### config.mk
export PLATFORM = sky130hd
export DESIGN_NAME = poly_song_reader
export DESIGN_NICKNAME = d
export VERILOG_FILES = /design/src/rtl/poly_song_reader.sv
export SDC_FILE = /design/constraint.sdc
export NUM_CORES = 1
export LEC_CHECK = 0
export ABC_AREA = 1
export BUFFER_PORTS_ARGS = -buffer_cell sky130_fd_sc_hd__buf_2
export CAP_MARGIN = 15
export CORE_MARGIN = 2
export CORE_UTILIZATION = 49
export CTS_CLUSTER_DIAMETER = 30
export CTS_CLUSTER_SIZE = 14
export DETAILED_ROUTE_END_ITERATION = 10
export HOLD_SLACK_MARGIN = 0.15
export PLACE_DENSITY = 0.72
export SETUP_SLACK_MARGIN = 0.1
export SYNTH_ARGS = -nofsm -noshare
export SYNTH_HDL_FRONTEND = slang
export SYNTH_SLANG_ARGS = --single-unit
### constraint.sdc
create_clock -name i_clk -period 1.7 [get_ports i_clk]
set_input_delay 0.34 -clock i_clk [delete_from_list [all_inputs] [get_ports i_clk]]
set_output_delay 0.34 -clock i_clk [all_outputs]
set_load 0.005 [all_outputs]
### src/rtl/poly_song_reader.sv
// Song ROM walker that dispatches notes to NUM_VOICES note players,
// stalling on busy voices and timing rests/advances from the beat tick.
module poly_song_reader #(
    parameter int NUM_VOICES   = 3,
    parameter int VOICE_SEL_W  = 2,
    parameter int NOTE_W       = 6,
    parameter int DUR_W        = 6,
    parameter int SONG_W       = 2,
    parameter int ENTRY_ADDR_W = 5
) (
    input  logic                                   i_clk,
    input  logic                                   i_reset,
    input  logic                                   i_play,
    input  logic [SONG_W-1:0]                      i_song,
    input  logic                                   i_beat,
    input  logic [NUM_VOICES-1:0]                  i_note_done,
    output logic [SONG_W+ENTRY_ADDR_W-1:0]         o_rom_addr,
    input  logic [VOICE_SEL_W+NOTE_W+DUR_W:0]      i_rom_data,
    output logic [NUM_VOICES*NOTE_W-1:0]           o_note_out,
    output logic [NUM_VOICES*DUR_W-1:0]            o_duration_out,
    output logic [NUM_VOICES-1:0]                  o_new_note,
    output logic                                   o_song_done
);

    localparam int ENTRY_W = 1 + VOICE_SEL_W + NOTE_W + DUR_W;
    localparam int SLOTS   = 1 << VOICE_SEL_W;
    localparam logic [ENTRY_ADDR_W-1:0] LAST_IDX = '1;

    typedef enum logic [2:0] {
        S_IDLE,
        S_FETCH,
        S_DECODE,
        S_WAIT_VOICE,
        S_WAIT_BEATS,
        S_DONE
    } state_t;

    state_t                        r_state;
    state_t                        w_next;
    logic [ENTRY_ADDR_W-1:0]       r_idx;
    logic [SONG_W-1:0]             r_song;
    logic [DUR_W-1:0]              r_cnt;
    logic [NUM_VOICES-1:0]         r_busy;
    logic [NUM_VOICES*NOTE_W-1:0]  r_note;
    logic [NUM_VOICES*DUR_W-1:0]   r_dur;
    logic [NUM_VOICES-1:0]         r_new_note;
    logic                          r_song_done;
    logic [ENTRY_W-1:0]            r_cur;

    logic [ENTRY_W-1:0]            w_ent;
    logic                          w_adv;
    logic [VOICE_SEL_W-1:0]        w_vsel;
    logic [NOTE_W-1:0]             w_note;
    logic [DUR_W-1:0]              w_dur;
    logic                          w_vvalid;
    logic [SLOTS-1:0]              w_busy_ext;
    logic                          w_vbusy;
    logic                          w_active;
    logic                          w_issue;
    logic                          w_step;
    logic                          w_switch;
    logic                          w_load;
    logic                          w_dec;
    logic [NUM_VOICES-1:0]         w_issue_mask;

    // DECODE works on live ROM data; WAIT_VOICE replays the latched entry
    assign w_ent      = (r_state == S_DECODE) ? i_rom_data : r_cur;
    assign w_adv      = w_ent[ENTRY_W-1];
    assign w_vsel     = w_ent[ENTRY_W-2 -: VOICE_SEL_W];
    assign w_note     = w_ent[DUR_W +: NOTE_W];
    assign w_dur      = w_ent[DUR_W-1:0];
    assign w_vvalid   = {1'b0, w_vsel} < (VOICE_SEL_W+1)'(NUM_VOICES);
    assign w_busy_ext = SLOTS'(r_busy);
    assign w_vbusy    = w_busy_ext[w_vsel];
    assign w_active   = (r_state != S_IDLE) && (r_state != S_DONE);

    always_comb begin
        w_next   = r_state;
        w_issue  = 1'b0;
        w_step   = 1'b0;
        w_switch = 1'b0;
        w_load   = 1'b0;
        w_dec    = 1'b0;
        if (w_active && i_play && (i_song != r_song)) begin
            w_switch = 1'b1;
            w_next   = S_FETCH;
        end else begin
            case (r_state)
                S_IDLE:  if (i_play) w_next = S_FETCH;
                S_FETCH: if (i_play) w_next = S_DECODE;
                S_DECODE: begin
                    if (i_play) begin
                        if (w_adv) begin
                            if (w_dur == '0) begin
                                w_next = S_DONE;
                            end else begin
                                w_load = 1'b1;
                                w_next = S_WAIT_BEATS;
                            end
                        end else if (!w_vvalid) begin
                            w_step = 1'b1;
                        end else if (!w_vbusy) begin
                            w_issue = 1'b1;
                            w_step  = 1'b1;
                        end else begin
                            w_next = S_WAIT_VOICE;
                        end
                    end
                end
                S_WAIT_VOICE: begin
                    if (i_play && !w_vbusy) begin
                        w_issue = 1'b1;
                        w_step  = 1'b1;
                    end
                end
                S_WAIT_BEATS: begin
                    if (i_play && i_beat) begin
                        w_dec  = (r_cnt != '0);
                        w_step = (r_cnt <= DUR_W'(1));
                    end
                end
                S_DONE:  if (!i_play) w_next = S_IDLE;
                default: w_next = S_IDLE;
            endcase
            if (w_step) w_next = (r_idx == LAST_IDX) ? S_DONE : S_FETCH;
        end
    end

    always_comb begin
        w_issue_mask = '0;
        for (int v = 0; v < NUM_VOICES; v++) begin
            w_issue_mask[v] = w_issue && (w_vsel == VOICE_SEL_W'(v));
        end
    end

    always_ff @(posedge i_clk) begin
        if (i_reset) begin
            r_state     <= S_IDLE;
            r_idx       <= '0;
            r_song      <= '0;
            r_cnt       <= '0;
            r_busy      <= '0;
            r_note      <= '0;
            r_dur       <= '0;
            r_new_note  <= '0;
            r_song_done <= 1'b0;
            r_cur       <= '0;
        end else begin
            r_state     <= w_next;
            r_new_note  <= w_issue_mask;
            r_song_done <= (w_next == S_DONE) && (r_state != S_DONE);
            // a same-cycle issue wins over the completion pulse
            r_busy <= w_switch ? '0 : ((r_busy & ~i_note_done) | w_issue_mask);
            if (r_state == S_IDLE) begin
                r_idx <= '0;
                if (i_play) r_song <= i_song;
            end else if (w_switch) begin
                r_idx  <= '0;
                r_song <= i_song;
            end else if (w_step && (r_idx != LAST_IDX)) begin
                r_idx <= r_idx + ENTRY_ADDR_W'(1);
            end
            if (w_load) begin
                r_cnt <= w_dur;
            end else if (w_dec) begin
                r_cnt <= r_cnt - DUR_W'(1);
            end
            if ((r_state == S_DECODE) && i_play) r_cur <= i_rom_data;
            for (int v = 0; v < NUM_VOICES; v++) begin
                if (w_issue_mask[v]) begin
                    r_note[v*NOTE_W +: NOTE_W] <= w_note;
                    r_dur[v*DUR_W +: DUR_W]    <= w_dur;
                end
            end
        end
    end

    assign o_rom_addr     = {r_song, r_idx};
    assign o_note_out     = r_note;
    assign o_duration_out = r_dur;
    assign o_new_note     = r_new_note;
    assign o_song_done    = r_song_done;

endmodule

==> load_flow_metrics.sql <==
INSERT INTO impl_metrics (metric_group, metric, value, unit) VALUES
('critical_path', 'worstPathRequired', '1.96', 'ns'),
('cts', 'tritoncts', 'done', ''),
('floorplanning', 'die-area', '0.00774', 'sq mm'),
('sta', 'grt_setup_unrepaired', 'true', ''),
('sta', 'finalSetupViolations', '57', ''),
('hold_path', 'whs_endpoint', 'r_busy[0]', ''),
('power_and_ir_drop', 'power.leakage', '2.44', 'nW'),
('cts', 'cts_hold_repair.buffers', '0', ''),
('logic_synthesis', 'yosys.area.top_type_share', '42.9', '%'),
('floorplanning', 'start_util', '50.8', '%'),
('routing', 'dr_total_vias', '4089', ''),
('cts', 'worst_skew_pair.late_latency', '0.36', 'ns'),
('floorplanning', 'boundaryPins', '71', ''),
('critical_path', 'master_of_the_slowest_instance_on_the_critical_path', 'dfxtp_2', ''),
('logic_synthesis', 'netlist_top_cells_count', '101 x nand2_1, 74 x dfxtp_1, 64 x a21oi_1', ''),
('critical_path', 'reg2regPathDepth', '14', ''),
('cts', 'clockBufferDepth', '2', ''),
('placement', 'placedInstanceArea', '0.00435', 'sq mm'),
('logic_synthesis', 'ys_async_sr_fraction', '0', '%'),
('logic_synthesis', 'mappedNetlistArea', '0.00345', 'sq mm'),
('critical_path', 'setup_crit_start_kind', 'flip-flop', ''),
('final_layout', 'post-route-cell-area', '0.00546', 'sq mm'),
('cts', 'cts_num_sinks', '74', ''),
('logic_synthesis', 'synthFlopType', 'dfxtp_1', ''),
('logic_synthesis', 'syn-mean-instance-area', '7.03', 'sq um'),
('global_route', 'grt_antenna_before_repair', '0', ''),
('placement', 'placed_cells_incl_taps', '694', ''),
('sta', 'fin_tns_setup', '-11.49', 'ns'),
('global_route', 'grt_pass1_wl', '16100', 'microns'),
('routing', 'drc', '0', ''),
('logic_synthesis', 'synth.yosys.warnings', '0', ''),
('power_and_ir_drop', 'powerDensity', '913', 'mW/mm^2'),
('sta', 'fin_crit_sh', '116', '%'),
('logic_synthesis', 'post_synth_net_total', '519', ''),
('placement', 'dpl.hpwl', '6720', 'microns'),
('cts', 'total_cts_buffers', '9', ''),
('sta', 'layout_setup_ws', '-0.273', 'ns'),
('logic_synthesis', 'syn_inst', '491', ''),
('routing', 'detail_route.wl_per_cell', '16.2', 'microns'),
('status', 'violations', 'setup timing', ''),
('sta', 'tightestPinTransition', '0.446', 'ns'),
('floorplanning', 'core_region_area', '0.00679', 'sq mm'),
('critical_path', 'max_stage_delay', '0.34', 'ns'),
('floorplanning', 'die_h', '88.0', 'microns'),
('critical_path', 'critPathMostFrequentCell', 'nand2_4', ''),
('critical_path', 'worstPathMaxFanout', '20', ''),
('floorplanning', 'num_rows', '30', ''),
('routing', 'drt-pass1-iter-count', '5', ''),
('logic_synthesis', 'synth_seq_cells', '74', ''),
('sta', 'finalWorstPathRequiredPeriod', '1.97', 'ns'),
('logic_synthesis', 'synth_enable_flop_cells', '0', ''),
('critical_path', 'rr_startpoint', 'r_state[2]', ''),
('final_layout', 'post_layout_nonfiller_instances', '745', ''),
('sta', 'clock-skew-final', '0.00833', 'ns'),
('final_layout', 'number_of_antenna_repair_diodes', '0', ''),
('global_route', 'gr-total-overflow', '0', ''),
('hold_path', 'hold_path_class', 'in -> reg', ''),
('final_layout', 'final_net_count', '672', ''),
('sta', 'hold_ws', '0.236', 'ns'),
('placement', 'finalWeightedCongestion', '0.853', ''),
('routing', 'route.antenna.remaining_nets', '0', ''),
('critical_path', 'rr_endpoint', 'o_note_out[16]', ''),
('logic_synthesis', 'yosys.cell_count.top_type', 'nand2_1', ''),
('critical_path', 'timing.critical_path.max_delay_family', 'simple AND/OR/NAND/NOR gates', ''),
('cts', 'clockRootBuffer', 'clkbuf_8', ''),
('routing', 'routed_wirelength', '12000', 'microns'),
('flow_run', 'cap_viol_max_count', '0', ''),
('logic_synthesis', 'synth_largest_area_cell', 'dfxtp_1', ''),
('status', 'run_status', 'finished with violations', ''),
('routing', 'initialDrtViolationCount', '303', ''),
('critical_path', 'worstPathArrival', '2.23', 'ns');
worst min-delay path: cells and delay by family:
kind,cells,cell delay (ns)
AOI/OAI and AO/OA,1,0.06
buffers and inverters,2,0.11
and+or+nand+nor,1,0.06
cells in the final DEF, fill, tap and decap left out, types with 11 or more instances in the layout:
cell type,netlist,layout
o21ai_2,0,12
nand4_1,12,12
inv_1,42,36
buf_6,3,16
a21oi_1,64,52
buf_2,6,70
nand3_1,52,33
dfxtp_1,74,71
nand2_2,5,20
nand2_1,101,75
nand3_2,1,13
nor2_1,55,40
o21ai_0,23,11
buf_4,3,69
a21oi_2,0,12
cell type report:
type / count / area [sq um]
Fill cell: 425 / 1330
Sequential cell: 74 / 1490
Clock buffer: 9 / 124
Tap cell: 96 / 120
Timing Repair Buffer: 166 / 1290
Clock inverter: 7 / 81.3
Multi-Input combinational cell: 348 / 2180
Inverter: 45 / 180
cell families after synthesis:
logic type | after synthesis | share of synthesized area, %
fa+ha+maj | 4 | 1.45
buf+inv | 69 | 8.70
xor+xnor | 8 | 2.03
simple gates | 236 | 29.9
compound gates | 100 | 15.1
flops | 74 | 42.9
metrics by stage:
step / total power, mW / utilization (%)
detailed placement: 3.02 / 64.1
finish: 4.99 / 80.4
floorplan: 2.49 / -
global placement: 3.01 / 64.1
global route: 5.17 / 80.4
CTS: 4.63 / 72.4
layer usage:
layer | GRT usage, % | routed length (microns)
met4 | 9.37 | 345
met3 | 4.62 | 758
met5 | 0 | 0
met1 | 35.2 | 4850
met2 | 44.2 | 6090
worst max path at each step:
stage	startpoint	to	slack, ns	cells after the start
finish	r_state[2]	o_note_out[16]	-0.27	14
global route	r_state[2]	o_duration_out[0]	-0.35	14
global placement	r_state[0]	r_cnt[2]	-0.08	13
floorplan	r_state[2]	o_duration_out[14]	0.008	13
detailed placement	r_state[2]	o_duration_out[1]	-0.12	13
CTS	r_state[2]	o_duration_out[8]	-0.12	14
sequential cells by signal, indices dropped and copies added, names as in the netlist:
signal / cells
r_cnt: 6
o_duration_out: 18
o_song_done: 1
r_cur: 15
r_idx: 5
r_state: 3
o_new_note: 3
r_song: 2
r_busy: 3
o_note_out: 18
what timing repair did:
| item | CTS | global route |
|---|---|---|
| endpoints found under the setup margin | 63 | 74 |
| pin swaps | 20 | 39 |
| gates cloned | 4 | 5 |
| endpoints found under the hold margin | 0 | 0 |
| setup buffers | 19 | 9 |
| resized for setup | 49 | 105 |
where the power goes:
group          total (mW)  leakage [nW]  switching [mW]  internal (mW)
Sequential           1.86         0.599          0.0574           1.81
Combinational        1.66          1.74           0.929          0.732
Clock                1.46         0.103           0.759          0.705
Total                4.99          2.44            1.75           3.24
(Power assumes the default switching activity.)
